[src/rtl/mem_access_pkg.sv]
// Shared encodings and decode helpers for the MEM-stage access unit.
package mem_access_pkg;

   localparam logic [3:0] MEM_OP_NOP  = 4'd0;
   localparam logic [3:0] MEM_OP_LDB  = 4'd1;
   localparam logic [3:0] MEM_OP_LDBU = 4'd2;
   localparam logic [3:0] MEM_OP_LDH  = 4'd3;
   localparam logic [3:0] MEM_OP_LDHU = 4'd4;
   localparam logic [3:0] MEM_OP_LDW  = 4'd5;
   localparam logic [3:0] MEM_OP_STB  = 4'd6;
   localparam logic [3:0] MEM_OP_STH  = 4'd7;
   localparam logic [3:0] MEM_OP_STW  = 4'd8;

   typedef enum logic {ST_IDLE, ST_BUSY} state_t;

   localparam logic READ     = 1'b1;
   localparam logic WRITE    = 1'b0;
   localparam logic ENABLE_  = 1'b0;
   localparam logic DISABLE_ = 1'b1;

   localparam logic [1:0] SZ_B = 2'd0;
   localparam logic [1:0] SZ_H = 2'd1;
   localparam logic [1:0] SZ_W = 2'd2;

   localparam logic [3:0] LANE_B = 4'b0001;
   localparam logic [3:0] LANE_H = 4'b0011;
   localparam logic [3:0] LANE_W = 4'b1111;

   function automatic logic is_mem(input logic [3:0] op);
      return (op >= MEM_OP_LDB) && (op <= MEM_OP_STW);
   endfunction

   function automatic logic is_load(input logic [3:0] op);
      return (op >= MEM_OP_LDB) && (op <= MEM_OP_LDW);
   endfunction

   function automatic logic op_signed(input logic [3:0] op);
      return (op == MEM_OP_LDB) || (op == MEM_OP_LDH);
   endfunction

   function automatic logic [1:0] op_size(input logic [3:0] op);
      case (op)
         MEM_OP_LDB, MEM_OP_LDBU, MEM_OP_STB: return SZ_B;
         MEM_OP_LDH, MEM_OP_LDHU, MEM_OP_STH: return SZ_H;
         default:                             return SZ_W;
      endcase
   endfunction

   function automatic logic is_aligned(input logic [3:0] op,
                                       input logic [1:0] off);
      case (op_size(op))
         SZ_H:    return ~off[0];
         SZ_W:    return off == 2'd0;
         default: return 1'b1;
      endcase
   endfunction

endpackage

[src/rtl/mem_lane_align.sv]
// Byte-lane steering: store enables/replication and load extraction.
module mem_lane_align
   import mem_access_pkg::*;
#(
   parameter bit BIG_ENDIAN = 1'b1
) (
   input  logic [1:0]  i_off,
   input  logic [1:0]  i_size,
   input  logic        i_sgn,
   input  logic [31:0] i_wdata,
   input  logic [31:0] i_rdata,
   output logic [3:0]  o_be_,
   output logic [31:0] o_wdata,
   output logic [31:0] o_rdata
);

   logic [1:0]  w_lane_b;
   logic [1:0]  w_lane_h;
   logic [7:0]  w_byte;
   logic [15:0] w_half;

   // Lane index counts byte positions from bit 0 upward.
   assign w_lane_b = BIG_ENDIAN ? 2'd3 - i_off : i_off;
   assign w_lane_h = {BIG_ENDIAN ? ~i_off[1] : i_off[1], 1'b0};

   always_comb begin
      w_byte = i_rdata[7:0];
      case (w_lane_b)
         2'd1:    w_byte = i_rdata[15:8];
         2'd2:    w_byte = i_rdata[23:16];
         2'd3:    w_byte = i_rdata[31:24];
         default: w_byte = i_rdata[7:0];
      endcase
   end

   assign w_half = w_lane_h[1] ? i_rdata[31:16] : i_rdata[15:0];

   always_comb begin
      o_be_   = ~LANE_W;
      o_wdata = i_wdata;
      o_rdata = i_rdata;
      case (i_size)
         SZ_B: begin
            o_be_   = ~(LANE_B << w_lane_b);
            o_wdata = {4{i_wdata[7:0]}};
            o_rdata = {{24{i_sgn & w_byte[7]}}, w_byte};
         end
         SZ_H: begin
            o_be_   = ~(LANE_H << w_lane_h);
            o_wdata = {2{i_wdata[15:0]}};
            o_rdata = {{16{i_sgn & w_half[15]}}, w_half};
         end
         default: ;
      endcase
   end

endmodule

[src/rtl/mem_access_unit.sv]
// MEM-stage access unit: sized loads/stores over a wait-state bus
// with timeout, stalling the pipeline until the access completes.
module mem_access_unit
   import mem_access_pkg::*;
#(
   parameter int ADDR_W     = 30,
   parameter int TIMEOUT    = 255,
   parameter int TO_W       = 8,
   parameter bit BIG_ENDIAN = 1'b1
) (
   input  logic              clk,
   input  logic              reset_,
   input  logic              ex_en,
   input  logic [3:0]        ex_mem_op,
   input  logic [31:0]       ex_mem_wr_data,
   input  logic [31:0]       ex_out,
   input  logic [31:0]       rd_data,
   input  logic              rdy_,
   output logic [ADDR_W-1:0] addr,
   output logic              as_,
   output logic              rw,
   output logic [3:0]        be_,
   output logic [31:0]       wr_data,
   output logic [31:0]       out,
   output logic              done,
   output logic              miss_align,
   output logic              bus_err,
   output logic              busy
);

   state_t            r_state, w_next;
   logic [TO_W-1:0]   r_cnt;
   logic [3:0]        r_op;
   logic [1:0]        r_off;

   logic              w_is_mem, w_ok, w_accept, w_to;
   logic [3:0]        w_op;
   logic [1:0]        w_off;
   logic [3:0]        w_be_al;
   logic [31:0]       w_wr_al, w_rd_al;

   logic              w_as_, w_rw, w_done, w_miss, w_berr;
   logic [3:0]        w_be_;
   logic [ADDR_W-1:0] w_addr;
   logic [31:0]       w_wr, w_out;

   assign w_is_mem = is_mem(ex_mem_op);
   assign w_ok     = is_aligned(ex_mem_op, ex_out[1:0]);
   assign w_accept = (r_state == ST_IDLE) & ex_en & w_is_mem & w_ok;
   assign w_to     = r_cnt == TO_W'(TIMEOUT - 1);
   assign busy     = (r_state == ST_BUSY) | w_accept;

   // Store path decodes the live request; load path the latched one.
   assign w_op  = (r_state == ST_BUSY) ? r_op  : ex_mem_op;
   assign w_off = (r_state == ST_BUSY) ? r_off : ex_out[1:0];

   mem_lane_align #(.BIG_ENDIAN(BIG_ENDIAN)) u_align (
      .i_off   (w_off),
      .i_size  (op_size(w_op)),
      .i_sgn   (op_signed(w_op)),
      .i_wdata (ex_mem_wr_data),
      .i_rdata (rd_data),
      .o_be_   (w_be_al),
      .o_wdata (w_wr_al),
      .o_rdata (w_rd_al)
   );

   always_ff @(posedge clk) begin
      if (!reset_) r_state <= ST_IDLE;
      else         r_state <= w_next;
   end

   always_comb begin
      w_next = r_state;
      unique case (r_state)
         ST_IDLE: if (w_accept) w_next = ST_BUSY;
         ST_BUSY: if (!rdy_ || w_to) w_next = ST_IDLE;
      endcase
   end

   always_comb begin
      w_as_  = as_;
      w_rw   = rw;
      w_be_  = be_;
      w_addr = addr;
      w_wr   = wr_data;
      w_out  = out;
      w_done = 1'b0;
      w_miss = 1'b0;
      w_berr = 1'b0;
      unique case (r_state)
         ST_IDLE: if (ex_en) begin
            if (!w_is_mem) begin
               w_out  = ex_out;
               w_done = 1'b1;
            end else if (!w_ok) begin
               w_out  = '0;
               w_done = 1'b1;
               w_miss = 1'b1;
            end else begin
               w_as_  = ENABLE_;
               w_rw   = is_load(ex_mem_op) ? READ : WRITE;
               w_be_  = w_be_al;
               w_addr = ex_out[ADDR_W+1:2];
               w_wr   = w_wr_al;
            end
         end
         // rdy_ is tested first so a same-edge ready beats the timeout.
         ST_BUSY: if (!rdy_ || w_to) begin
            w_as_  = DISABLE_;
            w_rw   = READ;
            w_be_  = '1;
            w_done = 1'b1;
            w_berr = rdy_;
            w_out  = (!rdy_ && is_load(r_op)) ? w_rd_al : '0;
         end
      endcase
   end

   always_ff @(posedge clk) begin
      if (!reset_) begin
         as_        <= DISABLE_;
         rw         <= READ;
         be_        <= '1;
         addr       <= '0;
         wr_data    <= '0;
         out        <= '0;
         done       <= 1'b0;
         miss_align <= 1'b0;
         bus_err    <= 1'b0;
      end else begin
         as_        <= w_as_;
         rw         <= w_rw;
         be_        <= w_be_;
         addr       <= w_addr;
         wr_data    <= w_wr;
         out        <= w_out;
         done       <= w_done;
         miss_align <= w_miss;
         bus_err    <= w_berr;
      end
   end

   always_ff @(posedge clk) begin
      if (!reset_) begin
         r_cnt <= '0;
         r_op  <= MEM_OP_NOP;
         r_off <= 2'd0;
      end else if (w_accept) begin
         r_cnt <= '0;
         r_op  <= ex_mem_op;
         r_off <= ex_out[1:0];
      end else if (r_state == ST_BUSY && rdy_ && !w_to) begin
         r_cnt <= r_cnt + 1'b1;
      end
   end

endmodule
[config.mk]
export PLATFORM = sky130hd
export DESIGN_NAME = mem_access_unit
export DESIGN_NICKNAME = d
export VERILOG_FILES = /design/src/rtl/mem_access_pkg.sv /design/src/rtl/mem_lane_align.sv /design/src/rtl/mem_access_unit.sv
export SDC_FILE = /design/constraint.sdc
export NUM_CORES = 1
export LEC_CHECK = 0
export CAP_MARGIN = 20
export CORE_AREA = 4 4 116 118
export DETAILED_ROUTE_END_ITERATION = 8
export DIE_AREA = 0 0 120 122
export GPL_TIMING_DRIVEN = 0
export PLACE_DENSITY = 0.88
export RECOVER_POWER = 100
export SYNTH_ARGS = -nofsm -noshare
export SYNTH_HDL_FRONTEND = slang
export SYNTH_HIERARCHICAL = 1
export SYNTH_SLANG_ARGS = --single-unit
[constraint.sdc]
create_clock -name clk -period 3.3 [get_ports clk]
set_input_delay 0.495 -clock clk [delete_from_list [all_inputs] [get_ports clk]]
set_output_delay 0.495 -clock clk [all_outputs]
set_load 0.01 [all_outputs]
# Yosys cells after proc, flatten, opt, wreduce, memory -nomap -nowiden
# Index checks and enable logic that the tools add are counted.
[op_classes]
mux = 39
magnitude_cmp = 5
reduce_logical = 22
shifts = 2
bitwise_logic = 14
add_sub_neg = 2
n_eq_ne = 24
[ops]
columns = ["operator", "n"]
rows = [
  ["32-bit one-hot mux with 2 select lines", 3],
  ["32-bit two-way mux", 5],
  ["4-bit by 3-bit == test with 1-bit output (second input constant)", 6],
  ["8-bit one-hot mux with 3 select lines", 1],
  ["4-bit two-way mux", 5],
  ["4-bit by 2-bit == test with 1-bit output (second input constant)", 4],
  ["16-bit two-way mux", 1],
  ["4-bit one-hot mux with 2 select lines", 2],
  ["1-bit two-way mux", 14],
  ["3-bit OR reduction", 4],
  ["1-bit one-hot mux with 2 select lines", 5],
  ["8-bit by 1-bit adder with 8-bit output (second input constant)", 1],
  ["4-bit by 1-bit == test with 1-bit output (second input constant)", 2],
  ["8-bit == test (second input constant)", 1],
  ["4-bit by 1-bit >= comparator with 1-bit output (second input constant)", 2],
  ["4-bit by 3-bit <= comparator with 1-bit output (second input constant)", 2],
  ["4-bit NOT", 2],
  ["2-bit one-hot mux with 2 select lines", 2],
  ["4-bit AND reduction", 2],
  ["2-bit by 1-bit == test with 1-bit output (second input constant)", 3],
  ["2-bit == test (second input constant)", 3],
  ["1-bit logical AND", 6],
  ["2-bit inequality test (second input constant)", 3],
  ["1-bit NOT", 6],
  ["other kinds (15)", 23],
]
[totals]
reg_bits = 118
inputBits = 104
word_cells = 121
out_inout_bits = 104

# Longest topological paths before layout
[depth]
word_depth = 10
depth_mapped = 12

# By module
# The synthesis kept the hierarchy.
[by_module_without_submodules]
columns = ["mod", "seq_area_each_um2", "area_per_inst_um2", "instances", "cells_each"]
rows = [
  ["mem_access_unit", 2362.3, 4788.3, 1, 566],
  ["mem_lane_align", 0.0, 1332.5, 1, 190],
]

# Worst setup path before layout
# No wires, ideal clock.
[synth_path]
path_type = "in2reg"
start = "in ex_mem_op[0]"
end = "reg out[21]"
stages = 12
path_slack_ps = 960
required_ps = 3178
arrival_ps = 2219
setup_ps = 122
cell_sequence = "buf_2 > inv_1 > a21oi_1 > o32a_1 > a311oi_1 > buf_2 > nand2b_1 > a2bb2oi_4 > buf_6 > a21oi_1 > a22oi_1 > a21oi_1"
[synth_via]
elab_chain_len = 9
elab_cells_between_ends = 38
[synth_rtl]
columns = ["item", "line_no", "rtl"]
rows = [
  ["start: declaration", "mem_access_unit.sv:14", "input logic [3:0] ex_mem_op,"],
  ["4-bit two-way mux (*)", "mem_access_unit.sv:54", "assign w_op = (r_state == ST_BUSY) ? r_op : ex_mem_op;"],
  ["4-bit by 2-bit == test with 1-bit output (tied with other cells)", "mem_access_pkg.sv:38, mem_access_pkg.sv:42", ""],
  ["3-bit OR reduction", "mem_access_pkg.sv:42", "case (op)"],
  ["2-bit one-hot mux with 2 select lines", "mem_access_pkg.sv:42", ""],
  ["2-bit by 1-bit == test with 1-bit output / 2-bit zero test (equally long branches)", "mem_lane_align.sv:42", "case (i_size)"],
  ["32-bit one-hot mux with 2 select lines (*)", "mem_lane_align.sv:42", ""],
  ["named net w_rd_al[21]", "mem_access_unit.sv:40", "logic [31:0] w_wr_al, w_rd_al;"],
  ["32-bit two-way mux (*)", "mem_access_unit.sv:115", "w_out = (!rdy_ && is_load(r_op)) ? w_rd_al : '0;"],
  ["32-bit two-way mux (*)", "mem_access_unit.sv:109", "ST_BUSY: if (!rdy_ || w_to) begin"],
  ["32-bit one-hot mux with 2 select lines (*)", "mem_access_unit.sv:91", "unique case (r_state)"],
  ["end signal: assignment", "mem_access_unit.sv:137", "out <= w_out;"],
  ["end: declaration", "mem_access_unit.sv:24", "output logic [31:0] out,"],
]
# The timed path passes the listed nets; every way through them passes the cells marked *. The select of a mux whose other input is x is not followed.
# A chain may end at the register's enable or synchronous reset.

# Worst setup path after layout
[layout_path]
start = "in ex_out[1]"
end = "out busy"
[layout_via]
elab_chain_len = 4
[layout_rtl]
columns = ["item", "line_no", "rtl"]
rows = [
  ["start: declaration", "mem_access_unit.sv:16", "input logic [31:0] ex_out,"],
  ["2-bit zero test", "mem_access_pkg.sv:53", "SZ_W: return off == 2'd0;"],
  ["1-bit one-hot mux with 2 select lines", "mem_access_pkg.sv:51", "case (op_size(op))"],
  ["1-bit AND", "mem_access_unit.sv:49", "assign w_accept = (r_state == ST_IDLE) & ex_en & w_is_mem & w_ok;"],
  ["1-bit bitwise OR", "mem_access_unit.sv:51", "assign busy = (r_state == ST_BUSY) | w_accept;"],
  ["end: declaration", "mem_access_unit.sv:28", "output logic busy"],
]
# Every way passes these cells.

==> results.sh <==
export IMPL_status="finished, final reports clean"
export IMPL_syn_to_final_growth_pct=47.6
export IMPL_period_share_pct=96.3
export IMPL_worstPathArrival_ns=2.68
export IMPL_wl_um=23200
export IMPL_synth_edf_count=0
export IMPL_hold_class="input port to flip-flop"
export IMPL_fin_cells=1162
export IMPL_required_ns=2.80
export IMPL_portBuffers=203
export IMPL_grt_pass1_vias=6835
export IMPL_tightest_slew_ns=1.15
export IMPL_final_hold_violation_count=0
export IMPL_placed_area_um2=8370
export IMPL_core_area_um2=12500
export IMPL_antenna_found_initial=0
export IMPL_relSlewSlack_pct=22.6
export IMPL_die_x_um=120
export IMPL_rsz0062_at_grt="no"
export IMPL_initial_core_util_pct=49.1
export IMPL_cts_tree="yes"
export IMPL_p_comb_share_pct=19.7
export IMPL_initialDrtViolationCount=809
export IMPL_holdBufCountCts=0
export IMPL_finalSetupViolations=0
export IMPL_drtPass1Iterations=8
export IMPL_internal_power_w=0.00347
export IMPL_period_needed_ns=3.18
export IMPL_clock_skew_ns=0.0126
export IMPL_cap_violations=0
export IMPL_p_seq_share_pct=33.3
export IMPL_grt_overflow=0
export IMPL_swShare_pct=25.8
export IMPL_synth_cell_types=63
export IMPL_clockPowerShare_pct=47.0
export IMPL_grt_first_pass_wirelength_um=36100
export IMPL_worstSetupPathType="input port to primary output"
export IMPL_vias_per_cell=6.02
export IMPL_clock_latency_ns=0.42
export IMPL_yosysSeqAreaShare_pct=38.6
export IMPL_root_buffer="clkbuf_16"
export IMPL_route_vias_total=6994
export IMPL_p_total_w=0.00467
export IMPL_dpl_hpwl_um=16800
export IMPL_ys_flop_type="dfxtp_1"
export IMPL_fp_dieH_um=122
export IMPL_max_freq_mhz=315
export IMPL_drc=0
export IMPL_synth_top_cell_by_area="dfxtp_1"
export IMPL_io_pins=208
export IMPL_slew_viol_final=0
export IMPL_wl_per_cell_um=20.0
export IMPL_cts_setup_buffers=0
export IMPL_crit_fanout=10
export IMPL_fillCellCount=993
export IMPL_vdd_ir_drop_worst_v=0.000279
export IMPL_yosys_warnings=6
export IMPL_ant_nets=0
export IMPL_nets=1084
export IMPL_syn_nets=862
export IMPL_cts_sinks=118
export IMPL_powerDensity_nw_per_um2=517
export IMPL_grt_use_total_pct=31.5
export IMPL_syn_area_um2=6120
export IMPL_critPathLaunchType="input port"
export IMPL_placed_cells=1131
export IMPL_drive_gt1_share_pct=11.0
export IMPL_synth_cells=756
export IMPL_final_core_utilization_pct=72.5
export IMPL_synthArstFlopShare_pct=0
export IMPL_path_clk_slew_ns=0.05
export IMPL_synth_seq_cells=118
export IMPL_antenna_cells=0
export IMPL_cts_buffers=17
export IMPL_grt_start_max_net_pins=17
export IMPL_dieArea_um2=14600
export IMPL_syn_avg_cell_area_um2=8.10
export IMPL_htreeDepth=4
export IMPL_rows=41
export IMPL_synth_top_cell_area_share_pct=38.6
export IMPL_clockBufferDepth=2
export IMPL_final_cell_area_um2=9040
export IMPL_synthTopCellsByArea="dfxtp_1, nand3_1, a21oi_1"
export IMPL_gp_congestion=0.967
export IMPL_crit_path_end_kind="primary output"
export IMPL_p_sw_w=0.00121
export IMPL_p_leak_nw=3.92
metrics by stage:
step	worst slack [ns]	setup TNS (ns)	hold WS, ns
after floorplan	0.960	0	0.425
after global placement	-0.254	-0.254	0.433
after detailed placement	-0.278	-0.278	0.437
after CTS	0.204	0	0.380
after global routing	0.0766	0	0.413
final	0.124	0	0.397
final cells by class:
cell class	instances	area, µm²	share of cell area (%)
Multi-Input combinational cell	552	3280	36.3
Sequential cell	118	2360	26.1
Timing Repair Buffer	203	2030	22.5
Clock buffer	24	512	5.66
Buffer	80	429	4.75
Tap cell	172	215	2.38
Clock inverter	7	188	2.08
Inverter	6	22.5	0.249
layer usage:
layer	track usage, %	vias to the layer above	wire length, µm
li1	-	3191	-
met1	37.4	3236	8800
met2	50.3	466	10400
met3	10.8	101	2900
met4	16.6	0	1120
met5	0	-	0
worst max-delay path: stages:
cell             delay (ns)
dlygate4sd3_1          0.71
nor2_1                 0.18
o211ai_4               0.40
clkbuf_4               0.32
nand2_1                0.10
clkdlybuf4s50_1        0.49
cells in the mapped netlist (2+ instances only):
| library cell | count |
|---|---|
| a21o_1 | 2 |
| and4_1 | 2 |
| buf_4 | 11 |
| dfxtp_1 | 118 |
| nor2_1 | 22 |
| a22o_1 | 6 |
| buf_2 | 27 |
| ha_1 | 2 |
| or3_1 | 2 |
| a22oi_1 | 45 |
| and2_1 | 4 |
| o22a_1 | 4 |
| nand3_1 | 141 |
| nor2b_1 | 6 |
| xor2_1 | 7 |
| xnor2_1 | 2 |
| o32a_1 | 2 |
| mux2_4 | 2 |
| mux2i_1 | 11 |
| nand2_1 | 94 |
| a21oi_1 | 77 |
| nand2b_1 | 3 |
| clkbuf_1 | 27 |
| nand4_1 | 3 |
| buf_6 | 8 |
| buf_1 | 6 |
| o21ai_0 | 48 |
| mux2_2 | 19 |
| nor3_1 | 2 |
| nor2_2 | 2 |
| o221ai_1 | 13 |
| and3_1 | 3 |
| inv_1 | 5 |
power groups by stage:
stage	combinational [W]	sequential, W	clock (W)
floorplan	0.000444	0.00162	0
global placement	0.000917	0.00158	0
detailed placement	0.000928	0.00159	0
CTS	0.000937	0.00156	0.00221
global route	0.000981	0.00156	0.00227
finish	0.000920	0.00155	0.00220
cell usage in the layout, fill, tap and decap left out, drive strengths merged, types with 2 or more instances in the layout:
| cell | netlist | layout |
|---|---|---|
| a22o | 6 | 6 |
| and3 | 3 | 3 |
| xnor2 | 2 | 2 |
| nor3 | 3 | 3 |
| clkbuf | 28 | 62 |
| nand4 | 3 | 3 |
| dfxtp | 118 | 118 |
| and2 | 4 | 4 |
| buf | 52 | 42 |
| o21ai | 48 | 48 |
| a2bb2oi | 2 | 2 |
| or3 | 2 | 2 |
| o221ai | 13 | 13 |
| xor2 | 7 | 7 |
| nand3 | 141 | 141 |
| nand2 | 94 | 94 |
| dlygate4sd3 | 0 | 105 |
| nand2b | 4 | 4 |
| a21o | 2 | 2 |
| bufinv | 0 | 6 |
| nor2b | 6 | 6 |
| and2b | 2 | 2 |
| and4 | 2 | 2 |
| o32a | 2 | 2 |
| a22oi | 45 | 45 |
| ha | 2 | 2 |
| inv | 5 | 5 |
| clkdlybuf4s50 | 0 | 97 |
| o22a | 4 | 4 |
| a211oi | 2 | 2 |
| mux2 | 21 | 21 |
| mux2i | 11 | 11 |
| nor2 | 24 | 24 |
| or3b | 2 | 2 |
| a21oi | 78 | 78 |
final timing paths:
path                           startpoint                      end  slack, ns  depth (start not counted)
setup / recovery                ex_out[1]                     busy       0.12                          6
hold / removal               ex_mem_op[0]     r_op[0]$_SDFFE_PN0P_       0.40                          3
setup reg to reg       r_state$_SDFF_PN0_     out[13]$_SDFFE_PN0P_       0.22                          7
hold reg to reg   wr_data[7]$_SDFFE_PN0P_  wr_data[7]$_SDFFE_PN0P_       0.44                          2
flip-flops by register name, indices dropped and copies added (netlist names), 2 cells and up:
register  count
out          32
r_cnt         8
r_off         2
be_           4
r_op          4
addr         30
wr_data      32
logic make-up after synthesis:
group | share of synthesized area, %
simple gates | 22.9
fa+ha+maj | 0.409
mux | 5.79
flops | 38.6
compound gates | 23.5
buf+inv | 7.50
xor+xnor | 1.29
timing repair:
action                                 in CTS  in global routing
setup endpoints to repair                   1                  0
endpoints found under the hold margin       0                  0
gates resized for setup                     4                  0
No activity file was read; power rests on OpenSTA's default activity.
